File: src/rtl/audio_port_pkg.sv
// Shared definitions for the audio serial ports: port framing modes and frame arithmetic.
package audio_port_pkg;

    typedef enum logic {
        MODE_I2S = 1'b0,
        MODE_TDM = 1'b1
    } port_mode_e;

    // Number of audio_clk cycles in one complete frame of all channel slots.
    function automatic int frame_cycles(input int num_ch, input int slot_w, input int bclk_div);
        return num_ch * slot_w * 2 * bclk_div;
    endfunction

endpackage

File: src/rtl/audio_bclk_gen.sv
// Bit-clock generator: divides audio_clk down to BCLK and flags the cycles on which BCLK rises and falls.
module audio_bclk_gen #(
    parameter int BCLK_DIV = 4
) (
    input  logic audio_clk,
    input  logic reset,
    input  logic enable,
    output logic bclk,
    output logic bclk_rise,
    output logic bclk_fall
);

    localparam int DIV_W = (BCLK_DIV > 1) ? $clog2(BCLK_DIV) : 1;
    localparam logic [DIV_W-1:0] DIV_LAST = DIV_W'(BCLK_DIV - 1);

    if (BCLK_DIV < 2) begin : g_bad_div
        $error("audio_bclk_gen: BCLK_DIV must be at least 2");
    end

    logic [DIV_W-1:0] div_cnt;
    logic             div_wrap;

    // The strobes mark the edge on which the registered BCLK is about to change level.
    always_comb begin
        div_wrap  = enable && (div_cnt == DIV_LAST);
        bclk_rise = div_wrap && !bclk;
        bclk_fall = div_wrap && bclk;
    end

    // Half-period counter; BCLK starts low so the first toggle after enable is a rising edge.
    always_ff @(posedge audio_clk) begin
        if (reset || !enable) begin
            div_cnt <= '0;
            bclk    <= 1'b0;
        end else if (div_wrap) begin
            div_cnt <= '0;
            bclk    <= ~bclk;
        end else begin
            div_cnt <= div_cnt + 1'b1;
        end
    end

endmodule

File: src/rtl/audio_tdm_port.sv
// Codec serial port master: generates MCLK/BCLK/LRCLK, serializes play samples and deserializes record samples.
module audio_tdm_port
    import audio_port_pkg::*;
#(
    parameter int         DATA_W   = 24,
    parameter int         NUM_CH   = 2,
    parameter int         SLOT_W   = 32,
    parameter int         BCLK_DIV = 4,
    parameter port_mode_e MODE     = MODE_I2S
) (
    input  logic                     audio_clk,
    input  logic                     reset,
    input  logic                     enable,
    input  logic                     ADC_SDATA,
    input  logic [NUM_CH*DATA_W-1:0] PlayData,
    output logic                     MCLK,
    output logic                     BCLK,
    output logic                     LRCLK,
    output logic                     DAC_SDATA,
    output logic [NUM_CH*DATA_W-1:0] RecData,
    output logic                     NewFrame
);

    localparam int BUF_W      = NUM_CH * DATA_W;
    localparam int BIT_W      = (SLOT_W > 1) ? $clog2(SLOT_W) : 1;
    localparam int SLOT_IDX_W = (NUM_CH > 1) ? $clog2(NUM_CH) : 1;
    localparam int IDX_W      = (BUF_W > 1) ? $clog2(BUF_W) : 1;

    localparam logic [BIT_W-1:0]      BIT_LAST  = BIT_W'(SLOT_W - 1);
    localparam logic [BIT_W-1:0]      DATA_LAST = BIT_W'(DATA_W);
    localparam logic [SLOT_IDX_W-1:0] SLOT_LAST = SLOT_IDX_W'(NUM_CH - 1);
    localparam logic [SLOT_IDX_W-1:0] SLOT_ONE  = SLOT_IDX_W'(1);

    if (NUM_CH < 2 || NUM_CH > 8) begin : g_bad_num_ch
        $error("audio_tdm_port: NUM_CH must be in 2..8");
    end
    if (DATA_W < 1 || DATA_W + 1 > SLOT_W) begin : g_bad_slot
        $error("audio_tdm_port: need 1 <= DATA_W and DATA_W+1 <= SLOT_W");
    end
    if (BCLK_DIV < 2) begin : g_bad_div
        $error("audio_tdm_port: BCLK_DIV must be at least 2");
    end
    if (MODE == MODE_I2S && NUM_CH != 2) begin : g_bad_i2s
        $error("audio_tdm_port: MODE_I2S requires NUM_CH == 2");
    end

    // Buffer position of a data bit: slot field, MSB at bit_idx 1.
    function automatic logic [IDX_W-1:0] bit_pos(input logic [SLOT_IDX_W-1:0] slot,
                                                 input logic [BIT_W-1:0] bit_no);
        return IDX_W'(int'(slot) * DATA_W + DATA_W - int'(bit_no));
    endfunction

    logic                  bclk_rise;
    logic                  bclk_fall;
    logic [BIT_W-1:0]      bit_idx;
    logic [SLOT_IDX_W-1:0] slot_idx;
    logic [BIT_W-1:0]      next_bit;
    logic [SLOT_IDX_W-1:0] next_slot;
    logic                  started;
    logic                  have_frame;
    logic                  frame_wrap;
    logic                  frame_edge;
    logic                  cur_is_data;
    logic                  next_is_data;
    logic                  lr_next;
    logic [IDX_W-1:0]      tx_idx;
    logic [IDX_W-1:0]      rx_idx;
    logic [BUF_W-1:0]      tx_buf;
    logic [BUF_W-1:0]      rx_buf;

    audio_bclk_gen #(
        .BCLK_DIV (BCLK_DIV)
    ) u_bclk_gen (
        .audio_clk (audio_clk),
        .reset     (reset),
        .enable    (enable),
        .bclk      (BCLK),
        .bclk_rise (bclk_rise),
        .bclk_fall (bclk_fall)
    );

    // Slot position after the coming falling edge; the very first falling edge only enters slot 0 bit 0.
    always_comb begin
        next_bit  = bit_idx;
        next_slot = slot_idx;
        frame_wrap = started && (bit_idx == BIT_LAST) && (slot_idx == SLOT_LAST);
        frame_edge = !started || frame_wrap;
        if (!started) begin
            next_bit  = '0;
            next_slot = '0;
        end else if (bit_idx == BIT_LAST) begin
            next_bit  = '0;
            next_slot = (slot_idx == SLOT_LAST) ? '0 : slot_idx + 1'b1;
        end else begin
            next_bit  = bit_idx + 1'b1;
        end
        cur_is_data  = (bit_idx != '0) && (bit_idx <= DATA_LAST);
        next_is_data = (next_bit != '0) && (next_bit <= DATA_LAST);
        tx_idx       = bit_pos(next_slot, next_bit);
        rx_idx       = bit_pos(slot_idx, bit_idx);
        if (MODE == MODE_TDM) begin
            lr_next = (next_bit == BIT_LAST) && (next_slot == SLOT_LAST);
        end else begin
            lr_next = (next_slot == SLOT_ONE);
        end
    end

    // Serial engine: record on BCLK rise, advance and drive play data on BCLK fall, swap buffers at frame edges.
    always_ff @(posedge audio_clk) begin
        if (reset) begin
            MCLK       <= 1'b0;
            LRCLK      <= 1'b0;
            DAC_SDATA  <= 1'b0;
            NewFrame   <= 1'b0;
            RecData    <= '0;
            bit_idx    <= '0;
            slot_idx   <= '0;
            started    <= 1'b0;
            have_frame <= 1'b0;
            tx_buf     <= '0;
            rx_buf     <= '0;
        end else if (!enable) begin
            MCLK       <= 1'b0;
            LRCLK      <= 1'b0;
            DAC_SDATA  <= 1'b0;
            NewFrame   <= 1'b0;
            bit_idx    <= '0;
            slot_idx   <= '0;
            started    <= 1'b0;
            have_frame <= 1'b0;
            rx_buf     <= '0;
        end else begin
            MCLK     <= ~MCLK;
            NewFrame <= 1'b0;
            if (bclk_rise && started && cur_is_data) begin
                rx_buf[rx_idx] <= ADC_SDATA;
            end
            if (bclk_fall) begin
                bit_idx   <= next_bit;
                slot_idx  <= next_slot;
                started   <= 1'b1;
                LRCLK     <= lr_next;
                DAC_SDATA <= next_is_data ? tx_buf[tx_idx] : 1'b0;
                if (frame_edge) begin
                    tx_buf     <= PlayData;
                    have_frame <= 1'b1;
                    if (have_frame) begin
                        RecData  <= rx_buf;
                        NewFrame <= 1'b1;
                    end
                end
            end
        end
    end

endmodule

File: config.mk
export PLATFORM = sky130hd
export DESIGN_NAME = audio_tdm_port
export DESIGN_NICKNAME = d
export VERILOG_FILES = /design/src/rtl/audio_port_pkg.sv /design/src/rtl/audio_bclk_gen.sv /design/src/rtl/audio_tdm_port.sv
export SDC_FILE = /design/constraint.sdc
export NUM_CORES = 1
export LEC_CHECK = 0
export ABC_AREA = 1
export BUFFER_PORTS_ARGS = -buffer_cell sky130_fd_sc_hd__buf_2
export CAP_MARGIN = 10
export CORE_ASPECT_RATIO = 0.8
export CORE_MARGIN = 1.5
export CORE_UTILIZATION = 40
export DETAILED_ROUTE_END_ITERATION = 8
export SETUP_SLACK_MARGIN = 0.1
export SLEW_MARGIN = 10
export SYNTH_ARGS = -nofsm -noshare
export SYNTH_HDL_FRONTEND = slang
export SYNTH_SLANG_ARGS = --single-unit
File: constraint.sdc
create_clock -name audio_clk -period 8.3 [get_ports audio_clk]
set_input_delay 1.66 -clock audio_clk [delete_from_list [all_inputs] [get_ports audio_clk]]
set_output_delay 1.66 -clock audio_clk [all_outputs]
set_load 0.02 [all_outputs]
After elaboration in Yosys (flattened, before gate mapping)
Cells that the tools add are included.

Bits in registers: 158. Input port bits: 52. Output and inout port bits: 53.

Add/sub/neg operators: 7. Multiply operators: 2. Magnitude comparators: 5. Eq/ne operators: 2. Mux-type cells: 12. Bitwise logic cells: 5. Reduce and logical (&&, ||, !) cells: 23.

Operators by type and width (number): 48-bit bitwise mux (1); 6-bit by 7-bit less-than comparator with 1-bit output, second input constant (2); 6-bit by 5-bit adder with 6-bit output, second input constant (2); 6-bit by 5-bit subtractor with 6-bit output (2); 5-bit <= comparator, second input constant (2); 1-bit logical AND (10); 5-bit 2-to-1 mux (2); 5-bit nonzero test (2); 1-bit 2-to-1 mux (7); 1-bit binary-select mux with 6-bit select (1); 1-bit demux with 6-bit select (1); 6-bit by 1-bit greater-or-equal comparator with 1-bit output, second input constant (1); 1-bit by 2-bit multiplier with 3-bit output, second input constant (2); 5-bit by 1-bit adder with 5-bit output, second input constant (1); 5-bit equality test, second input constant (1); 1-bit NOT (5); 4-bit AND reduction (1); 2-bit OR reduction (2); 4-bit OR reduction (1); 1-bit logical NOT (3); 3-bit AND reduction (1); 2-bit by 1-bit adder with 2-bit output, second input constant (1); 2-bit equality test, second input constant (1); 1-bit logical OR (2); 2 further kinds (2).

Logic depth before layout (Yosys ltp)
Gate-level depths: netlist (run 1).

Word-level depth: 10. Gate-level depth with buffers: 21. Gate-level depth less buffers: 21.

Modules after synthesis
Synthesis (run 1) repeated with hierarchy kept, for this count alone.

Cells, all modules: 920. Area, all modules: 6816.5 um^2.

By module, submodules not included: audio_tdm_port (times used 1, cells an instance 902, area an instance 6688.9 um^2); audio_bclk_gen (times used 1, cells an instance 18, area an instance 127.6 um^2).

Least setup slack after synthesis (run 1)
OpenSTA, ideal clock, no wires.

Path type: in2reg. Start: input port enable. End: register RecData[33]. Setup time: 0.116 ns. Arrival: 2.736 ns. Required time: 8.184 ns. Slack: 5.448 ns. Cell stages on the path: 11. Path buffers: 2. Cell sequence: nand2_1 nor2_1 inv_1 nor2_1 inv_2 nor2_2 inv_1 buf_2 buf_2 nor2_1 nor2_1.

Word-level cells in the longest chain between the ends: 3.

Ends and longest elaborated chain: start, declared (line audio_tdm_port.sv:13) `input logic enable,`; 1-bit logical AND (line audio_bclk_gen.sv:25) `div_wrap = enable && (div_cnt == DIV_LAST);`; 1-bit logical AND (line audio_bclk_gen.sv:27) `bclk_fall = div_wrap && bclk;`; 4-bit AND reduction (no source line) *; end signal, assigned (line audio_tdm_port.sv:148) `RecData <= rx_buf;`; end, declared (line audio_tdm_port.sv:20) `output logic [NUM_CH*DATA_W-1:0] RecData,`.

Every way passes the cells marked *; elsewhere a longest branch is shown, timed or not. A chain may end at the register's enable or synchronous reset.

Worst setup path in the final report (run 1)
Start: register bit_idx[0]. End: register DAC_SDATA.

Word-level cells in the longest chain between the ends: 9. Elaborated cells on any way between the ends: 15. Classes of those cells: add/sub: 3; mul: 1; order compare: 1; eq/ne: 1; mux: 7; reduce/logical: 2.

Ends and longest elaborated chain: start, declared (line audio_tdm_port.sv:55) `logic [BIT_W-1:0] bit_idx;`; start signal, assigned (line audio_tdm_port.sv:139) `bit_idx <= next_bit;`; 5-bit equality test (line audio_tdm_port.sv:91) `end else if (bit_idx == BIT_LAST) begin`; 1-bit 2-to-1 mux (line audio_tdm_port.sv:91); 1-bit 2-to-1 mux (line audio_tdm_port.sv:88) `if (!started) begin`; 1-bit by 2-bit multiplier with 3-bit output (line audio_tdm_port.sv:50) `return IDX_W'(int'(slot) * DATA_W + DATA_W - int'(bit_no));`; 6-bit by 5-bit adder with 6-bit output (line audio_tdm_port.sv:50); 6-bit by 5-bit subtractor with 6-bit output (line audio_tdm_port.sv:50); 1-bit binary-select mux with 6-bit select (line audio_tdm_port.sv:143) `DAC_SDATA <= next_is_data ? tx_buf[tx_idx] : 1'b0;`; 1-bit 2-to-1 mux (not written as such) (line audio_tdm_port.sv:143); 1-bit 2-to-1 mux * (line audio_tdm_port.sv:143); end signal, assigned (line audio_tdm_port.sv:143); end, declared (line audio_tdm_port.sv:19) `output logic DAC_SDATA,`.

Every way passes the cells marked *; elsewhere a longest branch is shown, timed or not. The select of a mux whose other input is x is not followed.

==> results of run 1 <==
## routing by layer
metal / GRT usage [%] / vias up / part of all wire [%]
li1: - / 3188 / -
met1: 33.7 / 2749 / 55
met2: 26.5 / 160 / 39
met3: 5.52 / 18 / 5.1
met4: 6.68 / 0 / 1.5
met5: 0 / - / 0
## cell type report
class | count | area, µm²
Fill cell | 1700 | 8560
Clock inverter | 11 | 108
Timing Repair Buffer | 110 | 566
Sequential cell | 158 | 3160
Inverter | 63 | 239
Multi-Input combinational cell | 637 | 3170
Tap cell | 220 | 275
Clock buffer | 21 | 470
## registers in the layout, indices dropped and copies added (netlist names)
name,cells
have_frame,1
u_bclk_gen.bclk,1
started,1
rx_buf,48
NewFrame,1
slot_idx,1
MCLK,1
u_bclk_gen.div_cnt,2
bit_idx,5
tx_buf,48
DAC_SDATA,1
RecData,48
## stage by stage
stage               area (µm²)  setup slack [ns]  instances
finish                    8000              4.01       1220
global route              8000              3.49       1220
global placement          7420              4.11       1188
detailed placement        7420              4.11       1188
floorplan                 6760              5.45        905
CTS                       8000              4.08       1220
## cells in the mapped netlist
master	n
nand3_1	62
clkinv_2	2
o21ai_0	108
inv_1	45
inv_2	12
xor2_4	1
o21ai_1	2
nor3b_1	1
clkbuf_2	1
o211ai_1	2
a21oi_1	65
ha_1	12
nand2_4	2
a31o_2	1
o22ai_1	6
buf_2	8
nand2_1	92
nor2_4	2
nand2_2	2
nor2_1	188
nand3b_1	2
dfxtp_1	158
nor3_2	15
nor3_1	61
nand3_4	3
clkinv_1	4
xnor2_4	2
buf_1	1
nand4_1	4
clkbuf_1	37
nor2_2	4
## power groups by stage
stage / clock network [mW] / registers (mW) / logic [mW]
6_report: 0.771 / 0.759 / 0.0323
5_1_grt: 0.817 / 0.759 / 0.0355
4_1_cts: 0.783 / 0.759 / 0.0325
3_5_place_dp: 0 / 0.776 / 0.0325
3_3_place_gp: 0 / 0.776 / 0.0324
2_1_floorplan: 0 / 0.776 / 0.0150
## cells by family (layout without fill, tap and decap cells)
family	count (synthesis)	count (layout)	share of synthesized area, %
AO/OA/AOI/OAI	184	184	13.9
XOR/XNOR	3	3	1.22
adder cells (fa/ha/maj)	12	12	2.22
buffers and inverters	110	205	6.31
flip-flops	158	158	46.8
AND/OR/NAND/NOR	438	438	29.6
## layout by cell type (no fill, tap or decap), types with 2 or more instances in the layout
cell type	netlist	final
nor2_4	2	2
clkinv_2	2	4
nand2_4	2	2
dfxtp_1	158	158
o211ai_1	2	2
o22ai_1	6	6
nand3_1	62	62
nand4_1	4	4
nand2_2	2	3
o21ai_0	108	108
clkinv_1	4	4
xnor2_4	2	2
a21oi_1	65	65
nand2_1	92	91
buf_2	8	104
buf_4	0	6
ha_1	12	12
o21ai_1	2	2
nor3_1	61	61
clkbuf_8	0	3
clkinvlp_4	0	4
nor2_2	4	5
inv_1	45	44
nor2_1	188	187
inv_2	12	13
nor3_2	15	15
inv_6	0	2
nand3_4	3	3
nand3b_1	2	2
clkbuf_16	0	17
## worst paths after layout
check	from	endpoint	slack, ns	cells after the start
max	bit_idx[0]$_SDFFE_PP0P_	DAC_SDATA$_SDFFE_PP0P_	4.01	19
min reg2reg	MCLK$_SDFF_PP0_	MCLK$_SDFF_PP0_	0.42	1
min	MCLK$_SDFF_PP0_	MCLK$_SDFF_PP0_	0.42	1
max reg2reg	bit_idx[0]$_SDFFE_PP0P_	DAC_SDATA$_SDFFE_PP0P_	4.01	19
==> out/qor.yml, run 1 <==
period_needed_ns: 4.29
fin_hold_ws_ns: 0.417
post_cts_buffers: 0
finalCritPeriodShare_pct: 51.7
gp_congestion: 0.835
row_count: 42
p_int_mw: 1.21
drive_gt1_share_pct: 19.0
rsz0062_at_grt: "false"
combPwrFrac_pct: 2.1
die_h_um: 119
grt_max_degree: 97
vdd_drop_max_v: 0.000157
root_buffer: "clkbuf_16"
critPathArrivalTime_ns: 4.67
clkLatencyLatePin_ns: 0.44
cts.repair.resized: 0
endpoint_kind: "flip-flop"
critPathKind: "reg -> reg"
routed_wl_um: 17800
cts_max_path_buffers: 2
p_seq_share_pct: 48.6
synthTopCellsByArea: "dfxtp_1 (47%), nor2_1 (10%), o21ai_0 (8.0%), nand2_1 (5.1%), a21oi_1 (4.8%)"
nets: 1051
io_pins: 105
power.switching_mw: 0.353
p_clk_share_pct: 49.3
htreeDepth: 4
critPathRequiredTime_ns: 8.69
max_stage_delay_ns: 0.78
dieArea_um2: 17700
p_leak_nw: 3.57
cp-start-kind: "flip-flop"
netSwitchingFraction_pct: 22.6
hold_viol_final: 0
grt-ovfl-total: 0
fin_worst_skew_ns: 0.0176
insertedDiodeCount: 0
ys_seq_area_share_pct: 46.8
dp_hpwl_um: 11800
area_delta_synth_final_pct: 18.3
setup_viol: 0
hp-class: "reg -> reg"
path_clk_slew_ns: 0.06
status: "finished, final reports clean"
synth_area_um2: 6760
tightest_slew_ns: 0.961
relSlewSlack_pct: 35.9
fin_tns_setup_ns: 0
antenna_found_initial: 0
ys_types: 31
cap_violations: 0
yosysWarnings: 0
crit_path_cell_trace: "ha_1 -> nand2_1 -> nor2_1 -> ha_1 -> nor2_1 -> nand2_1 -> ha_1 -> inv_1 -> a21oi_1 -> o21ai_0 -> nand3_1 -> nand2_1 -> nand2_1 -> nand2_1 -> nand2_1 -> nand2_1 -> nand2_1 -> nand2_1 -> nand2_1"
cts_tree: "built"
syn-num-nets: 969
grt_use_total_pct: 21.1
cts.sinks: 158
cts_hold_buf: 0
numCtsBuffers: 17
synth_top_area_share_pct: 46.8
drc: 0
core_um2: 16600
syn_avg_cell_area_um2: 7.47
grt_pass1_wl_um: 29200
synth_largest_area_cell: "dfxtp_1"
p_total_mw: 1.56
fin_util_pct: 48.3
fmax_mhz: 233
crit_fanout: 31
vias: 6115
final_antenna_net_count: 0
synth_cells: 905
first_pass_iters: 5
io_buffers: 104
p_per_area_nw_per_um2: 195
slew_violations: 0
drtIter0Drc: 564
grt_pass1_vias: 5571
crit_family: "simple AND/OR/NAND/NOR gates"
die_x_um: 148
critPathBufInv: 1
slowest_stage: "ha_1"
start_util_pct: 40.8
avgRoutedWirePerCell_um: 14.6
crit_top_cell: "nand2_1"
synth-seq-cells: 158
avgViaCountPerCell: 5.01
Note: power is estimated with default switching activity, not from simulation.
==> run 2, diff against run 1 <==
==> constraint.sdc (replaced) <==
create_clock -name audio_clk -period 3.55 [get_ports audio_clk]
set_input_delay 0.71 -clock audio_clk [delete_from_list [all_inputs] [get_ports audio_clk]]
set_output_delay 0.71 -clock audio_clk [all_outputs]
set_load 0.02 [all_outputs]
==> out/qor.yml, run 2 (synthesis gave the netlist of run 1 again) <==
grt_pass1_wl_um: 29000
routed_wl_um: 17600
die_x_um: 148
crit_path_cell_trace: "ha_1 -> nand2_1 -> nor2_1 -> ha_1 -> inv_1 -> nand2_1 -> inv_1 -> nand2_1 -> ha_1 -> buf_4 -> inv_1 -> nand3_1 -> nand2_1 -> nand2_1 -> nand2_1 -> inv_1 -> nand2_1 -> nand3_1 -> nand2_1 -> nand2_1 -> nand2_1 -> nand2_1"
placed_area_um2: 7460
avgRoutedWirePerCell_um: 14.4
first_pass_iters: 5
rsz0062_at_grt: "false"
tightest_slew_ns: 0.966
largestRegisters: "RecData (48), rx_buf (48), tx_buf (48)"
critPathArrivalTime_ns: 3.21
combPwrFrac_pct: 2.1
core_um2: 16600
drive_gt1_share_pct: 19.4
drtIter0Drc: 483
start_util_pct: 40.8
die_h_um: 119
critPathBufInv: 5
grt_use_total_pct: 20.8
root_buffer: "clkbuf_16"
area_delta_synth_final_pct: 19.2
row_count: 42
p_total_mw: 3.69
critPathRequiredTime_ns: 3.88
crit_family: "simple AND/OR/NAND/NOR gates"
cts_max_path_buffers: 2
htreeDepth: 4
cts_hold_buf: 0
slew_violations: 0
layout_common_cells: "nor2_1 (187), dfxtp_1 (158), o21ai_0 (108)"
cts.repair.resized: 0
relSlewSlack_pct: 35.6
endpoint_kind: "flip-flop"
fmax_mhz: 347
antenna_found_initial: 0
gp_congestion: 0.881
vias: 6126
final_area_um2: 8060
hp-class: "reg -> reg"
grt-ovfl-total: 0
fin_tns_setup_ns: 0
nets: 1057
critPathKind: "reg -> reg"
crit_top_cell: "nand2_1"
finalCritPeriodShare_pct: 81.1
hold_viol_final: 0
post_cts_buffers: 0
numCtsBuffers: 17
cap_violations: 0
p_leak_nw: 3.61
netSwitchingFraction_pct: 21.9
power.switching_mw: 0.808
place_ws_ns: 0.724
setup_ws_ns: 0.672
p_per_area_nw_per_um2: 458
layout_commonest_cell: "nor2_1"
dp_hpwl_um: 11800
setup_viol: 0
avgViaCountPerCell: 5.00
drc: 0
period_needed_ns: 2.88
slowest_stage: "dfxtp_1"
cts_tree: "built"
grt_max_degree: 61
p_clk_share_pct: 49.8
cp-start-kind: "flip-flop"
grt_pass1_vias: 5640
final_antenna_net_count: 0
insertedDiodeCount: 0
fin_worst_skew_ns: 0.0101
path_clk_slew_ns: 0.06
max_stage_delay_ns: 0.44
n_fill_cell: 1681
dieArea_um2: 17700
crit_fanout: 14
io_pins: 105
cts.sinks: 158
p_seq_share_pct: 48.1
io_buffers: 104
clkLatencyLatePin_ns: 0.44
p_int_mw: 2.88
status: "finished, final reports clean"
vdd_drop_max_v: 0.000297
run 2: cell count changes in the layout (fill, tap and decap cells not counted):
cell and delta:
clkinvlp_4 -2, inv_8 -1, clkinv_4 +3, clkbuf_1 +1, clkbuf_8 -1, bufinv_16 +1
buf_4 +6, clkinv_2 -1
run 2: final cells by class:
type	count	area, µm²	area share, %
multi-input combinational	637	3170	39.4
sequential	158	3160	39.3
timing repair buffer	116	611	7.58
clock buffer	21	460	5.72
tap	220	275	3.42
inverter	63	239	2.97
clock inverter	11	133	1.65
run 2: metrics by stage:
step                util, %  instances  hold WS (ns)
finish                 48.7       1226         0.418
global route           48.7       1226         0.435
CTS                    48.7       1226         0.422
detailed placement     45.1       1194         0.414
global placement       45.1       1194         0.407
floorplan                 -        905         0.404
run 2: power groups by stage:
stage	clock, mW	sequential (mW)	combinational, mW
2_1_floorplan	0	1.82	0.0351
4_1_cts	1.88	1.77	0.0769
3_5_place_dp	0	1.81	0.0768
5_1_grt	1.95	1.77	0.0847
6_report	1.84	1.77	0.0768
3_3_place_gp	0	1.81	0.0762
run 2: path summary, 6_finish.rpt:
path | cells past startpoint | endpoint | from | slack [ns]
max | 22 | DAC_SDATA$_SDFFE_PP0P_ | bit_idx[0]$_SDFFE_PP0P_ | 0.67
min | 1 | MCLK$_SDFF_PP0_ | MCLK$_SDFF_PP0_ | 0.42
max reg2reg | 22 | DAC_SDATA$_SDFFE_PP0P_ | bit_idx[0]$_SDFFE_PP0P_ | 0.67
min reg2reg | 1 | MCLK$_SDFF_PP0_ | MCLK$_SDFF_PP0_ | 0.42
run 2: layer usage:
layer,vias up,share of wire (%),GRT usage [%]
met4,0,1.9,7.61
met3,20,4.5,4.41
met5,-,0,0
li1,3183,-,-
met1,2768,54,32.3
met2,155,39,27.7
